## config.mk

```make
export PLATFORM = sky130hd
export DESIGN_NAME = iq_downconv_flat
export DESIGN_NICKNAME = d
export VERILOG_FILES = /design/src/rtl/iq_downconv_if.sv /design/src/rtl/iq_downconv.sv /design/src/flat_wrapper.sv
export SDC_FILE = /design/constraint.sdc
export NUM_CORES = 1
export LEC_CHECK = 0
export CORE_ASPECT_RATIO = 0.5
export CORE_MARGIN = 8
export CORE_UTILIZATION = 30
export CTS_BUF_LIST = sky130_fd_sc_hd__clkbuf_16
export CTS_CLUSTER_SIZE = 14
export DETAILED_ROUTE_END_ITERATION = 16
export GPL_TIMING_DRIVEN = 0
export SYNTH_ARGS = -nofsm -noshare
export SYNTH_HDL_FRONTEND = slang
export SYNTH_SLANG_ARGS = --single-unit
export TNS_END_PERCENT = 50
```

## constraint.sdc

```tcl
create_clock -name clk -period 2.3 [get_ports clk]
set_clock_uncertainty 0.15 [all_clocks]
set_input_delay 0.46 -clock clk [delete_from_list [all_inputs] [get_ports clk]]
set_output_delay 0.46 -clock clk [all_outputs]
set_load 0.05 [all_outputs]
```

## src/rtl/iq_downconv_if.sv

```systemverilog
// Sample/baseband bundle for the IQ downconverter.
// The master side drives IF samples and controls; the slave side (the
// downconverter) returns the baseband pair, its strobe and status.
interface iq_downconv_if #(
   parameter int IN_W  = 7,
   parameter int OUT_W = 9
);
   logic signed [IN_W-1:0]  I_IF;
   logic signed [IN_W-1:0]  Q_IF;
   logic                    ADC_rdy;
   logic [1:0]              mode;
   logic                    sync_clr;
   logic signed [OUT_W-1:0] I_BB;
   logic signed [OUT_W-1:0] Q_BB;
   logic                    demod_rdy;
   logic                    sat;
   logic [1:0]              lo_phase;

   modport master (
      output I_IF, Q_IF, ADC_rdy, mode, sync_clr,
      input  I_BB, Q_BB, demod_rdy, sat, lo_phase
   );

   modport slave (
      input  I_IF, Q_IF, ADC_rdy, mode, sync_clr,
      output I_BB, Q_BB, demod_rdy, sat, lo_phase
   );
endinterface

```

## src/rtl/iq_downconv.sv

```systemverilog
// Quarter-rate IQ downconverter with integrate-and-dump decimation.
// Pipeline: stage 1 mixes each accepted sample with the current LO phase,
// stage 2 integrates ACC_LEN products, output stage saturates and presents
// the dump, so a block's result appears two clocks after its final sample.
module iq_downconv #(
   parameter int IN_W    = 7,
   parameter int OUT_W   = 9,
   parameter int ACC_LEN = 1
) (
   input  logic        clk,
   input  logic        reset,
   iq_downconv_if.slave bus
);
   // Products carry one extra bit so the most negative input negates exactly.
   localparam int P_W   = IN_W + 1;
   localparam int LEN_W = $clog2(ACC_LEN);
   localparam int ACC_W = P_W + LEN_W;
   localparam int CNT_W = (LEN_W > 0) ? LEN_W : 1;
   // Saturation compare width: wide enough for both the sum and the output range.
   localparam int EXT_W = ((ACC_W > OUT_W) ? ACC_W : OUT_W) + 1;

   localparam logic [CNT_W-1:0]        LAST_CNT = CNT_W'(ACC_LEN - 1);
   localparam logic signed [EXT_W-1:0] SAT_MAX  = EXT_W'((1 << (OUT_W - 1)) - 1);
   localparam logic signed [EXT_W-1:0] SAT_MIN  = ~SAT_MAX;

   // Control decode and sequencing
   logic                    mode_fwd;
   logic                    mode_rev;
   logic [1:0]              phase_reg;
   logic [1:0]              phase_next;
   logic [1:0]              phase_base;
   logic [1:0]              mix_phase;
   logic [CNT_W-1:0]        count_reg;
   logic [CNT_W-1:0]        count_next;
   logic [CNT_W-1:0]        count_base;
   logic                    last_sample;

   // Stage 1: mixer products
   logic signed [P_W-1:0]   i_ext;
   logic signed [P_W-1:0]   q_ext;
   logic signed [P_W-1:0]   p_i;
   logic signed [P_W-1:0]   p_q;
   logic signed [P_W-1:0]   p_i_reg;
   logic signed [P_W-1:0]   p_q_reg;
   logic                    s1_valid_reg;
   logic                    s1_last_reg;

   // Stage 2: integrator
   logic signed [ACC_W-1:0] p_i_wide;
   logic signed [ACC_W-1:0] p_q_wide;
   logic signed [ACC_W-1:0] sum_i;
   logic signed [ACC_W-1:0] sum_q;
   logic signed [ACC_W-1:0] acc_i_reg;
   logic signed [ACC_W-1:0] acc_q_reg;
   logic signed [ACC_W-1:0] sum_i_reg;
   logic signed [ACC_W-1:0] sum_q_reg;
   logic                    dump_reg;

   // Output stage
   logic signed [OUT_W-1:0] i_sat;
   logic signed [OUT_W-1:0] q_sat;
   logic                    clip_i;
   logic                    clip_q;
   logic signed [OUT_W-1:0] i_bb_reg;
   logic signed [OUT_W-1:0] q_bb_reg;
   logic                    demod_rdy_reg;
   logic                    sat_reg;

   // Clip a block sum to the signed output range; MSB of the result is the clip flag.
   function automatic logic [OUT_W:0] saturate(input logic signed [ACC_W-1:0] v);
      logic signed [EXT_W-1:0] w;
      w = EXT_W'(v);
      if (w > SAT_MAX) begin
         return {1'b1, SAT_MAX[OUT_W-1:0]};
      end else if (w < SAT_MIN) begin
         return {1'b1, SAT_MIN[OUT_W-1:0]};
      end else begin
         return {1'b0, w[OUT_W-1:0]};
      end
   endfunction

   // LO phase and block counter next-state; a clear acts before any same-cycle sample.
   always_comb begin
      mode_fwd    = (bus.mode == 2'b01);
      mode_rev    = (bus.mode == 2'b10);
      phase_base  = bus.sync_clr ? 2'd0 : phase_reg;
      mix_phase   = (mode_fwd || mode_rev) ? phase_base : 2'd0;
      count_base  = bus.sync_clr ? '0 : count_reg;
      last_sample = (count_base == LAST_CNT);
      phase_next  = phase_reg;
      count_next  = count_reg;
      if (bus.ADC_rdy) begin
         if (mode_fwd) begin
            phase_next = phase_base + 2'd1;
         end else if (mode_rev) begin
            phase_next = phase_base - 2'd1;
         end else begin
            phase_next = phase_base;
         end
         count_next = last_sample ? '0 : count_base + CNT_W'(1);
      end else if (bus.sync_clr) begin
         phase_next = 2'd0;
         count_next = '0;
      end
   end

   // Quarter-rate mixer: LO values are only 0/+1/-1, so products are swaps and negations.
   always_comb begin
      i_ext = {bus.I_IF[IN_W-1], bus.I_IF};
      q_ext = {bus.Q_IF[IN_W-1], bus.Q_IF};
      p_i   = i_ext;
      p_q   = q_ext;
      case (mix_phase)
         2'd0: begin p_i = i_ext;  p_q = q_ext;  end
         2'd1: begin p_i = q_ext;  p_q = -i_ext; end
         2'd2: begin p_i = -i_ext; p_q = -q_ext; end
         default: begin p_i = -q_ext; p_q = i_ext; end
      endcase
   end

   // Integrator add and output saturation.
   always_comb begin
      p_i_wide         = ACC_W'(p_i_reg);
      p_q_wide         = ACC_W'(p_q_reg);
      sum_i            = acc_i_reg + p_i_wide;
      sum_q            = acc_q_reg + p_q_wide;
      {clip_i, i_sat}  = saturate(sum_i_reg);
      {clip_q, q_sat}  = saturate(sum_q_reg);
   end

   // LO phase and sample-count registers.
   always_ff @(posedge clk or posedge reset) begin
      if (reset) begin
         phase_reg <= 2'd0;
         count_reg <= '0;
      end else begin
         phase_reg <= phase_next;
         count_reg <= count_next;
      end
   end

   // Stage 1: register mixer products and tag the final sample of each block.
   always_ff @(posedge clk or posedge reset) begin
      if (reset) begin
         s1_valid_reg <= 1'b0;
         s1_last_reg  <= 1'b0;
         p_i_reg      <= '0;
         p_q_reg      <= '0;
      end else begin
         s1_valid_reg <= bus.ADC_rdy;
         if (bus.ADC_rdy) begin
            p_i_reg     <= p_i;
            p_q_reg     <= p_q;
            s1_last_reg <= last_sample;
         end
      end
   end

   // Stage 2: integrate; on the last sample hand the full sum to the output
   // stage and restart from zero. A clear drops whatever stage 1 holds.
   always_ff @(posedge clk or posedge reset) begin
      if (reset) begin
         acc_i_reg <= '0;
         acc_q_reg <= '0;
         sum_i_reg <= '0;
         sum_q_reg <= '0;
         dump_reg  <= 1'b0;
      end else begin
         dump_reg <= 1'b0;
         if (bus.sync_clr) begin
            acc_i_reg <= '0;
            acc_q_reg <= '0;
         end else if (s1_valid_reg) begin
            if (s1_last_reg) begin
               sum_i_reg <= sum_i;
               sum_q_reg <= sum_q;
               acc_i_reg <= '0;
               acc_q_reg <= '0;
               dump_reg  <= 1'b1;
            end else begin
               acc_i_reg <= sum_i;
               acc_q_reg <= sum_q;
            end
         end
      end
   end

   // Output stage: present a saturated dump with a one-cycle strobe; hold otherwise.
   always_ff @(posedge clk or posedge reset) begin
      if (reset) begin
         i_bb_reg      <= '0;
         q_bb_reg      <= '0;
         demod_rdy_reg <= 1'b0;
         sat_reg       <= 1'b0;
      end else begin
         demod_rdy_reg <= dump_reg;
         if (dump_reg) begin
            i_bb_reg <= i_sat;
            q_bb_reg <= q_sat;
            sat_reg  <= clip_i | clip_q;
         end
      end
   end

   assign bus.I_BB      = i_bb_reg;
   assign bus.Q_BB      = q_bb_reg;
   assign bus.demod_rdy = demod_rdy_reg;
   assign bus.sat       = sat_reg;
   assign bus.lo_phase  = phase_reg;
endmodule

```

## src/flat_wrapper.sv

```systemverilog
// flat-port wrapper written by rule: the top's interface ports become plain ports
module iq_downconv_flat 
#(
   parameter int IN_W    = 7,
   parameter int OUT_W   = 9,
   parameter int ACC_LEN = 1
)
  (clk, reset, bus_I_IF, bus_Q_IF, bus_ADC_rdy, bus_mode, bus_sync_clr, bus_I_BB, bus_Q_BB, bus_demod_rdy, bus_sat, bus_lo_phase);
  iq_downconv_if #(.IN_W(IN_W), .OUT_W(OUT_W)) bus_i ();
  input  logic clk;
  input  logic reset;
  input wire logic [$bits(bus_i.I_IF)-1:0] bus_I_IF;
  input wire logic [$bits(bus_i.Q_IF)-1:0] bus_Q_IF;
  input wire logic [$bits(bus_i.ADC_rdy)-1:0] bus_ADC_rdy;
  input wire logic [$bits(bus_i.mode)-1:0] bus_mode;
  input wire logic [$bits(bus_i.sync_clr)-1:0] bus_sync_clr;
  output wire logic [$bits(bus_i.I_BB)-1:0] bus_I_BB;
  output wire logic [$bits(bus_i.Q_BB)-1:0] bus_Q_BB;
  output wire logic [$bits(bus_i.demod_rdy)-1:0] bus_demod_rdy;
  output wire logic [$bits(bus_i.sat)-1:0] bus_sat;
  output wire logic [$bits(bus_i.lo_phase)-1:0] bus_lo_phase;
  assign bus_i.I_IF = bus_I_IF;
  assign bus_i.Q_IF = bus_Q_IF;
  assign bus_i.ADC_rdy = bus_ADC_rdy;
  assign bus_i.mode = bus_mode;
  assign bus_i.sync_clr = bus_sync_clr;
  assign bus_I_BB = bus_i.I_BB;
  assign bus_Q_BB = bus_i.Q_BB;
  assign bus_demod_rdy = bus_i.demod_rdy;
  assign bus_sat = bus_i.sat;
  assign bus_lo_phase = bus_i.lo_phase;
  iq_downconv #(.IN_W(IN_W), .OUT_W(OUT_W), .ACC_LEN(ACC_LEN)) u_core (.clk(clk), .reset(reset), .bus(bus_i));
endmodule
```

==> impl_metrics.tcl, run 1 <==
set metrics [dict create \
    maxCapViolCount 0 \
    ant_nets 0 \
    tritoncts "done" \
    grt_pass1_vias 3180 \
    critical_path.startpoint "bus_Q_IF[2]" \
    dr.pass1.iters 5 \
    antenna_found_initial 0 \
    grt_start_max_net_pins 40 \
    synth_top_area_cell "dfrtp_1" \
    cts.sinks 74 \
    ys_seq_area_frac 0.451 \
    crit_path_end_kind "flop" \
    hold_violations 0 \
    grt_setup_unrepaired "true" \
    syn_inst 412 \
    crit_chain "clkdlybuf4s50_1, or3_1, nor3_4, a21oi_1, a221oi_1, a21oi_1" \
    place_inst 630 \
    timing.rr.end "u_core.acc_q_reg[6]$_DFFE_PP0P_" \
    synthFlopType "dfrtp_1" \
    dp_hpwl_um 7430 \
    met1_usage 0.149 \
    crit_required_ns 2.34 \
    met3_usage 0.0290 \
    r2r_cells 7 \
    arrival_ns 2.27 \
    hold_buffers 0 \
    synthToLayoutAreaGrowth_pct 27.9 \
    dieHeight_um 98.8 \
    cts_htree_levels 3 \
    grt_first_pass_wirelength_um 16400 \
    hp-class "flop to flop" \
    wl_per_cell_um 15.5 \
    multiInputGateArea_um2 2250 \
    grt-busiest-layer "met2" \
    syn_nets 456 \
    r2r-start "u_core.p_q_reg[0]$_DFFE_PP0P_" \
    synth_area_um2 4110 \
    grt.total_usage 0.111 \
    cp_common_cell "a21oi_1" \
    powerDensity_nw_per_um2 799 \
    crit_path_max_fanout 5 \
    final.setup.worst_slack_ns 0.0703 \
    ys_seq_elements 74 \
    netlist_top_cells_count "74 x dfrtp_1, 54 x nand2_1, 35 x nor2_1" \
    yosysUniqueCellTypes 58 \
    cts_max_path_buffers 2 \
    start_kind "input port" \
    synth_edf_count 0 \
    whs_ns 0.284 \
    io_buffer_count 41 \
    pin_count 42 \
    critPathMaxStageDelay_ns 0.53 \
    totalWireLength_um 10100 \
    crit_path_top_delay_cell "clkdlybuf4s50_1" \
    slew_violations 0 \
    critPathKind "input port to flop" \
    clk_latency_ns 0.33 \
    dp_slack_ns -0.520 \
    via_per_inst 5.02 \
    n_antenna_cell 0 \
    crit_path_end "u_core.p_q_reg[7]$_DFFE_PP0P_" \
    n_fill_cell 1311 \
    die_area_um2 17900 \
    critPathTopFamily "simple AND/OR/NAND/NOR gates" \
    worst-path-buf-inv 1 \
    async_flop_share 1.00 \
    coreArea_um2 13500 \
    fin_nets 518 \
    synth_top_area_share 0.451 \
    instances_no_fill 655 \
    max_freq_ghz 0.448 \
    start_util 0.305 \
    drive_above_1_share 0.136 \
    place.gp.congestion 0.834 \
    status "completed" \
    final_cell_area_um2 5260 \
    dpl-instance-area_um2 4760 \
    reg2reg_slack_ns 0.10 \
    cts_made_buffers 9 \
    die_w_um 182 \
    yosysWarnings 0 \
    clock-root-buffer "clkbuf_16" \
    drt_iter0_markers 183 \
    grt_use_met2 0.171 \
    synth_area_leaders "dfrtp_1 45%, ha_1 6.7%, nand2_1 4.9%" \
    finalCritPeriodShare 0.969 \
    crit_cells 6 \
    globalRouteOverflowTotal 0 \
    holdPathStages 0 \
    fin_crit_ns 2.23 \
    post-synth-top-count-cell "dfrtp_1" \
    slew_headroom 0.474 \
    setup_viol 0 \
    p_leak_uw 0.00229 \
    ir_worst_vdd_v 0.000369 \
    syn_area_per_cell_um2 9.98 \
    drc 0 \
    row_count 30 \
    vias 3287 \
    path_clk_slew_ns 0.06 \
    regArea_um2 1850 \
    tns_ns 0 \
    max_slew.worst_pin.slew_ns 0.788 \
]
[per-stage QoR]
step	power [uW]	util
finish	4200	0.390
global route	4420	0.390
CTS	4210	0.378
detailed placement	2910	0.354
global placement	2890	0.352
floorplan	2480	-
[report_power, final]
group          leakage (uW)  total, uW  switching, uW  internal [uW]
registers          0.000884       1650            150           1500
clock network      0.000131       1280            550            726
logic               0.00127       1270            774            500
total               0.00229       4200           1470           2730
[worst min path at each step]
stage / start / endpoint / slack (ns)
3_3_place_gp: u_core.dump_reg$_DFF_PP0_ / u_core.bus.demod_rdy$_DFF_PP0_ / 0.26
4_1_cts: u_core.dump_reg$_DFF_PP0_ / u_core.bus.demod_rdy$_DFF_PP0_ / 0.29
2_1_floorplan: u_core.dump_reg$_DFF_PP0_ / u_core.bus.demod_rdy$_DFF_PP0_ / 0.24
3_5_place_dp: u_core.dump_reg$_DFF_PP0_ / u_core.bus.demod_rdy$_DFF_PP0_ / 0.28
5_1_grt: u_core.dump_reg$_DFF_PP0_ / u_core.bus.demod_rdy$_DFF_PP0_ / 0.32
6_report: u_core.dump_reg$_DFF_PP0_ / u_core.bus.demod_rdy$_DFF_PP0_ / 0.28
[worst reg2reg max path: stages, from the launching register on]
cell and delay [ns]:
dfrtp_1 0.42, ha_1 0.24, fa_1 0.43, a21oi_2 0.19, o21bai_1 0.08, a21oi_1 0.19, xor2_1 0.26, o21ai_0 0.12
[final cells by class]
type | count | share of cell area
plain buffers | 15 | 0.0178
repair buffers | 51 | 0.0949
clock inverters | 7 | 0.00809
flip-flops and latches | 74 | 0.352
multi-input cells | 304 | 0.428
inverters | 19 | 0.0143
well taps | 176 | 0.0419
clock buffers | 9 | 0.0428
[timing repair]
action,4_1_cts,5_1_grt
gates resized for setup,14,22
endpoints found under the hold margin,0,0
endpoints found under the setup margin,15,22
pin swaps,3,13
setup buffers,3,6
gates cloned,0,0
[layout by cell type (no fill, tap or decap), drive strengths merged, types with 3 or more instances in the layout]
cell type,n
o21bai,4
ha,22
o22ai,7
nor2,35
xnor2,15
a21o,6
o21ai,22
clkbuf,19
nand2,55
clkdlybuf4s50,36
or3b,3
or3,3
nand4,4
dlygate4sd2,3
nor3b,5
a211o,4
a22o,14
a21oi,28
nand3,3
a31oi,3
inv,20
dfrtp,74
nor3,4
a221o,3
mux2,7
clkinv,4
xor2,11
buf,15
o22a,17
[cell families (layout without fill, tap and decap cells)]
logic type                 Yosys count  in the layout  share of synthesized area
AOI/OAI and AO/OA                  126            126                      0.215
xor gates and xnor gates            26             26                     0.0554
adders and majority gates           24             24                     0.0767
buffers and inverters               34            101                     0.0396
DFF                                 74             74                      0.451
muxes                                8              8                     0.0225
and+or+nand+nor                    120            120                      0.140
[layer usage]
metal,up-vias,wire length [um],part of all wire
li1,1621,-,-
met1,1605,5040,0.50
met2,53,4600,0.45
met3,8,373,0.037
met4,0,124,0.012
met5,-,0,0
Power figures use the tool's default switching activity.
==> run 2, diff against run 1 <==
--- a/config.mk
+++ b/config.mk
@@ -5,6 +5,7 @@
 export SDC_FILE = /design/constraint.sdc
 export NUM_CORES = 1
 export LEC_CHECK = 0
+export ABC_CLOCK_PERIOD_IN_PS = 2300
 export CORE_ASPECT_RATIO = 0.5
 export CORE_MARGIN = 8
 export CORE_UTILIZATION = 30
@@ -12,6 +13,8 @@
 export CTS_CLUSTER_SIZE = 14
 export DETAILED_ROUTE_END_ITERATION = 16
 export GPL_TIMING_DRIVEN = 0
+export PLACE_DENSITY = 0.52
+export SLEW_MARGIN = 10
 export SYNTH_ARGS = -nofsm -noshare
 export SYNTH_HDL_FRONTEND = slang
 export SYNTH_SLANG_ARGS = --single-unit
==> run 2 against run 1 <==
  * Register-to-register slack barely moved
  * Total power rose by 5.2%
  * Final area rose by 1.1%
  * Flip-flop and latch count did not move
  * Wire length rose by 1.6%
  * Critical path depth rose by 2
  * First-iteration DRC count rose by 42%
  * Clock power rose by 16%
  * Non-clock buffer count rose by 3
==> impl_metrics.tcl, run 2 (same netlist as run 1, synthesis figures left out) <==
set metrics [dict create \
    setup_viol 0 \
    r2r-start "u_core.p_i_reg[2]$_DFFE_PP0P_" \
    cts_htree_levels 3 \
    hold_violations 0 \
    dp_hpwl_um 7710 \
    status "completed" \
    instances_no_fill 657 \
    path_clk_slew_ns 0.06 \
    coreArea_um2 13500 \
    synthToLayoutAreaGrowth_pct 29.4 \
    dpl-instance-area_um2 4780 \
    die_area_um2 17900 \
    tns_ns 0 \
    clk_latency_ns 0.33 \
    critPathKind "input port to flop" \
    reg2reg_slack_ns 0.09 \
    globalRouteOverflowTotal 0 \
    grt_setup_unrepaired "true" \
    cts.sinks 74 \
    drc 0 \
    clock-root-buffer "clkbuf_16" \
    critPathTopFamily "compound AO/OA/AOI/OAI gates" \
    dr.pass1.iters 4 \
    powerDensity_nw_per_um2 831 \
    n_antenna_cell 0 \
    start_util 0.305 \
    hold_buffers 0 \
    fin_crit_ns 2.24 \
    io_buffer_count 41 \
    timing.rr.end "u_core.acc_i_reg[7]$_DFFE_PP0P_" \
    antenna_found_initial 0 \
    tritoncts "done" \
    via_per_inst 4.97 \
    grt_first_pass_wirelength_um 17400 \
    max_slew.worst_pin.slew_ns 0.631 \
    grt_pass1_vias 3299 \
    drt_iter0_markers 259 \
    crit_chain "clkdlybuf4s50_1, inv_1, ha_4, nor2_4, o21a_2, o21ai_0, a221o_2, mux2_2" \
    wl_per_cell_um 15.7 \
    layout_commonest_cell "dfrtp_1" \
    p_leak_uw 0.00233 \
    die_w_um 182 \
    ant_nets 0 \
    ir_worst_vdd_v 0.000361 \
    drive_above_1_share 0.141 \
    slew_headroom 0.575 \
    maxCapViolCount 0 \
    grt.total_usage 0.119 \
    r2r_cells 7 \
    finalCritPeriodShare 0.974 \
    start_kind "input port" \
    dieHeight_um 98.8 \
    final_cell_area_um2 5320 \
    crit_path_max_fanout 6 \
    hp-class "input port to asynchronous set/reset pin" \
    crit_path_top_delay_cell "clkdlybuf4s50_1" \
    slew_violations 0 \
    totalWireLength_um 10300 \
    fin_nets 521 \
    arrival_ns 2.31 \
    critPathMaxStageDelay_ns 0.48 \
    place_inst 631 \
    grt_start_max_net_pins 37 \
    max_freq_ghz 0.446 \
    pin_count 42 \
    whs_ns 0.256 \
    worst-path-buf-inv 2 \
    place.gp.congestion 0.811 \
    vias 3267 \
    cts_made_buffers 9 \
    final_cell_mix "73 x dfrtp_1, 54 x nand2_1, 35 x clkdlybuf4s50_1, 34 x nor2_1, 26 x a21oi_1" \
    cts_max_path_buffers 2 \
    final_core_util 0.395 \
    crit_path_end_kind "flop" \
    row_count 30 \
    crit_required_ns 2.37 \
]
[run 2: worst max path at each step]
stage	start	cells after the start	slack, ns	endpoint
after floorplan	bus_mode[0]	7	0.20	u_core.p_q_reg[3]$_DFFE_PP0P_
after global placement	bus_mode[0]	8	-0.55	u_core.p_q_reg[3]$_DFFE_PP0P_
after detailed placement	bus_mode[0]	8	-0.56	u_core.p_q_reg[3]$_DFFE_PP0P_
after CTS	u_core.p_i_reg[1]$_DFFE_PP0P_	6	-0.02	u_core.sum_i_reg[7]$_DFFE_PP0P_
after global routing	bus_mode[0]	7	-0.03	u_core.p_i_reg[1]$_DFFE_PP0P_
final	bus_mode[0]	8	0.06	u_core.p_q_reg[3]$_DFFE_PP0P_
[run 2: layout make-up]
class	instances	area (um^2)
Buffer	15	93.8
Clock buffer	9	225
Clock inverter	6	88.8
Fill cell	1339	8160
Inverter	19	75.1
Multi-Input combinational cell	304	2230
Sequential cell	74	1850
Tap cell	176	220
Timing Repair Buffer	54	533
[run 2: metal layers]
metal  up-vias  share of wire  GRT usage
li1       1621              -          -
met1      1580           0.54      0.174
met2        53           0.40      0.165
met3        13          0.044     0.0378
met4         0          0.012     0.0301
met5         -              0          0
[run 2: through the flow]
| stage | total power [uW] | setup slack, ns |
|---|---|---|
| 6_report | 4420 | 0.0588 |
| 5_1_grt | 4650 | -0.0270 |
| 4_1_cts | 4450 | -0.0150 |
| 3_5_place_dp | 2920 | -0.565 |
| 3_3_place_gp | 2900 | -0.552 |
| 2_1_floorplan | 2480 | 0.197 |
[run 2: what timing repair did]
action / in CTS / in global routing
setup endpoints to repair: 15 / 24
endpoints found under the hold margin: 0 / 0
resized for setup: 13 / 21
buffers inserted: 2 / 9
pin swaps: 1 / 10
[run 2: power breakdown]
group          switching [uW]  internal [uW]  total [uW]
logic                     772            502        1270
registers                 156           1500        1660
clock network             544            947        1490
==> run 3, diff against run 2 <==
--- a/config.mk
+++ b/config.mk
@@ -5,15 +5,16 @@
 export SDC_FILE = /design/constraint.sdc
 export NUM_CORES = 1
 export LEC_CHECK = 0
-export ABC_CLOCK_PERIOD_IN_PS = 2300
+export ABC_CLOCK_PERIOD_IN_PS = 2900
 export CORE_ASPECT_RATIO = 0.5
 export CORE_MARGIN = 8
 export CORE_UTILIZATION = 30
 export CTS_BUF_LIST = sky130_fd_sc_hd__clkbuf_16
+export CTS_CLUSTER_DIAMETER = 40
 export CTS_CLUSTER_SIZE = 14
 export DETAILED_ROUTE_END_ITERATION = 16
 export GPL_TIMING_DRIVEN = 0
-export PLACE_DENSITY = 0.52
+export PLACE_DENSITY_LB_ADDON = 0.25
 export SLEW_MARGIN = 10
 export SYNTH_ARGS = -nofsm -noshare
 export SYNTH_HDL_FRONTEND = slang
==> constraint.sdc (replaced) <==
create_clock -name clk -period 2.9 [get_ports clk]
set_clock_uncertainty 0.15 [all_clocks]
set_input_delay 0.58 -clock clk [delete_from_list [all_inputs] [get_ports clk]]
set_output_delay 0.58 -clock clk [all_outputs]
set_load 0.05 [all_outputs]
==> run 3 against run 2 <==
  * First-iteration DRC count grew 0.77%
  * Global-route usage shrank 0.39 points
  * Register-to-register slack gained 0.49 ns
  * Count of clock-buffer cells in the layout unchanged
  * Setup slack better by 0.21 ns
  * Largest cell class unchanged
  * Largest power group unchanged
  * Highest routed layer unchanged
==> impl_metrics.tcl, run 3 (same netlist as run 1, synthesis figures left out) <==
set metrics [dict create \
    grt_first_pass_wirelength_um 16700 \
    place.gp.congestion 0.861 \
    n_antenna_cell 0 \
    vias 3236 \
    tns_ns 0 \
    path_clk_slew_ns 0.06 \
    grt.total_usage 0.116 \
    crit_required_ns 2.97 \
    p_leak_uw 0.00222 \
    ir_worst_vdd_v 0.000279 \
    hp-class "flop to flop" \
    row_count 30 \
    slew_violations 0 \
    cts_max_path_buffers 2 \
    die_area_um2 17900 \
    critPathKind "input port to flop" \
    tritoncts "done" \
    grt_pass1_vias 3189 \
    finalCritPeriodShare 0.908 \
    arrival_ns 2.70 \
    layout_commonest_cell "dfrtp_1" \
    grt_setup_unrepaired "false" \
    max_slew.worst_pin.slew_ns 0.721 \
    coreArea_um2 13500 \
    via_per_inst 5.01 \
    cts_resized 0 \
    die_w_um 182 \
    post-cts-setup-buffers 0 \
    drive_above_1_share 0.0809 \
    wl_per_cell_um 15.5 \
    dieHeight_um 98.8 \
    crit_path_end_kind "flop" \
    drc 0 \
    multiInputGateArea_um2 2100 \
    dp_slack_ns -0.0799 \
    final_cell_area_um2 5090 \
    status "completed" \
    cts_htree_levels 3 \
    cts.sinks 74 \
    setup_viol 0 \
    clk_latency_ns 0.33 \
    instances_no_fill 646 \
    globalRouteOverflowTotal 0 \
    place_inst 630 \
    start_kind "input port" \
    antenna_found_initial 0 \
    regArea_um2 1850 \
    io_buffer_count 41 \
    hold_buffers 0 \
    synthToLayoutAreaGrowth_pct 23.8 \
    clock-root-buffer "clkbuf_16" \
    totalWireLength_um 9990 \
    slew_headroom 0.516 \
    dr.pass1.iters 4 \
    ant_nets 0 \
    powerDensity_nw_per_um2 681 \
    drt_iter0_markers 261 \
    maxCapViolCount 0 \
    final.setup.worst_slack_ns 0.268 \
    fin_nets 509 \
    pin_count 42 \
    crit_chain "clkdlybuf4s50_1, inv_1, ha_1, nor2_1, o21a_1, o21ai_0, a221o_2, mux2_2" \
    start_util 0.305 \
    crit_path_top_delay_cell "clkdlybuf4s50_1" \
    cts_made_buffers 9 \
    critPathMaxStageDelay_ns 0.48 \
    final_cell_mix "74 x dfrtp_1, 54 x nand2_1, 41 x clkdlybuf4s50_1, 35 x nor2_1, 28 x a21oi_1" \
    critPathTopFamily "compound AO/OA/AOI/OAI gates" \
    n_fill_cell 1336 \
    worst-path-buf-inv 2 \
    crit_path_max_fanout 8 \
    max_freq_ghz 0.380 \
    dpl-instance-area_um2 4770 \
    fin_crit_ns 2.63 \
    dp_hpwl_um 7630 \
    hold_violations 0 \
    grt_start_max_net_pins 55 \
]
==> run 3: changes by cell type in the layout (fill, tap and decap cells not counted), sizes merged <==
cell,previous run,this run
dlygate4sd2,4,0
buf,18,6
clkinvlp,2,1
clkinv,1,2
inv,20,21
dlymetal6s2s,2,0
clkdlybuf4s50,35,41
==> run 3: report_power, final <==
part / internal (uW) / leakage (uW) / switching [uW] / total [uW]
registers: 1190 / 0.000885 / 118 / 1310
clock network: 752 / 0.000157 / 433 / 1190
logic: 377 / 0.00118 / 597 / 974
total: 2320 / 0.00222 / 1150 / 3470
==> run 3: final cells by class <==
| cell class | count | share of cell area |
|---|---|---|
| Timing Repair Buffer | 42 | 0.0860 |
| Clock buffer | 9 | 0.0442 |
| Tap cell | 176 | 0.0433 |
| Buffer | 15 | 0.0179 |
| Inverter | 19 | 0.0145 |
| Clock inverter | 7 | 0.0184 |
| Multi-Input combinational cell | 304 | 0.412 |
| Sequential cell | 74 | 0.364 |
==> run 3: worst paths after layout <==
path / startpoint / endpoint / slack [ns] / cells past startpoint
setup reg to reg: u_core.acc_i_reg[1]$_DFFE_PP0P_ / u_core.sum_i_reg[7]$_DFFE_PP0P_ / 0.58 / 6
hold / removal: u_core.dump_reg$_DFF_PP0_ / u_core.bus.demod_rdy$_DFF_PP0_ / 0.30 / 0
setup / recovery: bus_mode[0] / u_core.p_q_reg[3]$_DFFE_PP0P_ / 0.27 / 8
min in group asynchronous: reset / u_core.sum_i_reg[3]$_DFFE_PP0P_ / 0.40 / 2
max in group asynchronous: reset / u_core.acc_i_reg[6]$_DFFE_PP0P_ / 1.64 / 3
hold reg to reg: u_core.dump_reg$_DFF_PP0_ / u_core.bus.demod_rdy$_DFF_PP0_ / 0.30 / 0
==> run 3: per-layer routing <==
| metal | up-vias | wire, um | track usage |
|---|---|---|---|
| li1 | 1593 | - | - |
| met4 | 0 | 114 | 0.0376 |
| met2 | 54 | 4070 | 0.161 |
| met5 | - | 0 | 0 |
| met1 | 1581 | 5450 | 0.168 |
| met3 | 8 | 356 | 0.0323 |
==> run 3: through the flow <==
stage                     power, uW  hold WS, ns  utilization
after floorplan                1970        0.237            -
after global placement         2300        0.264        0.352
after detailed placement       2310        0.286        0.354
after CTS                      3520        0.302        0.378
after global routing           3650        0.315        0.378
final                          3470        0.302        0.378
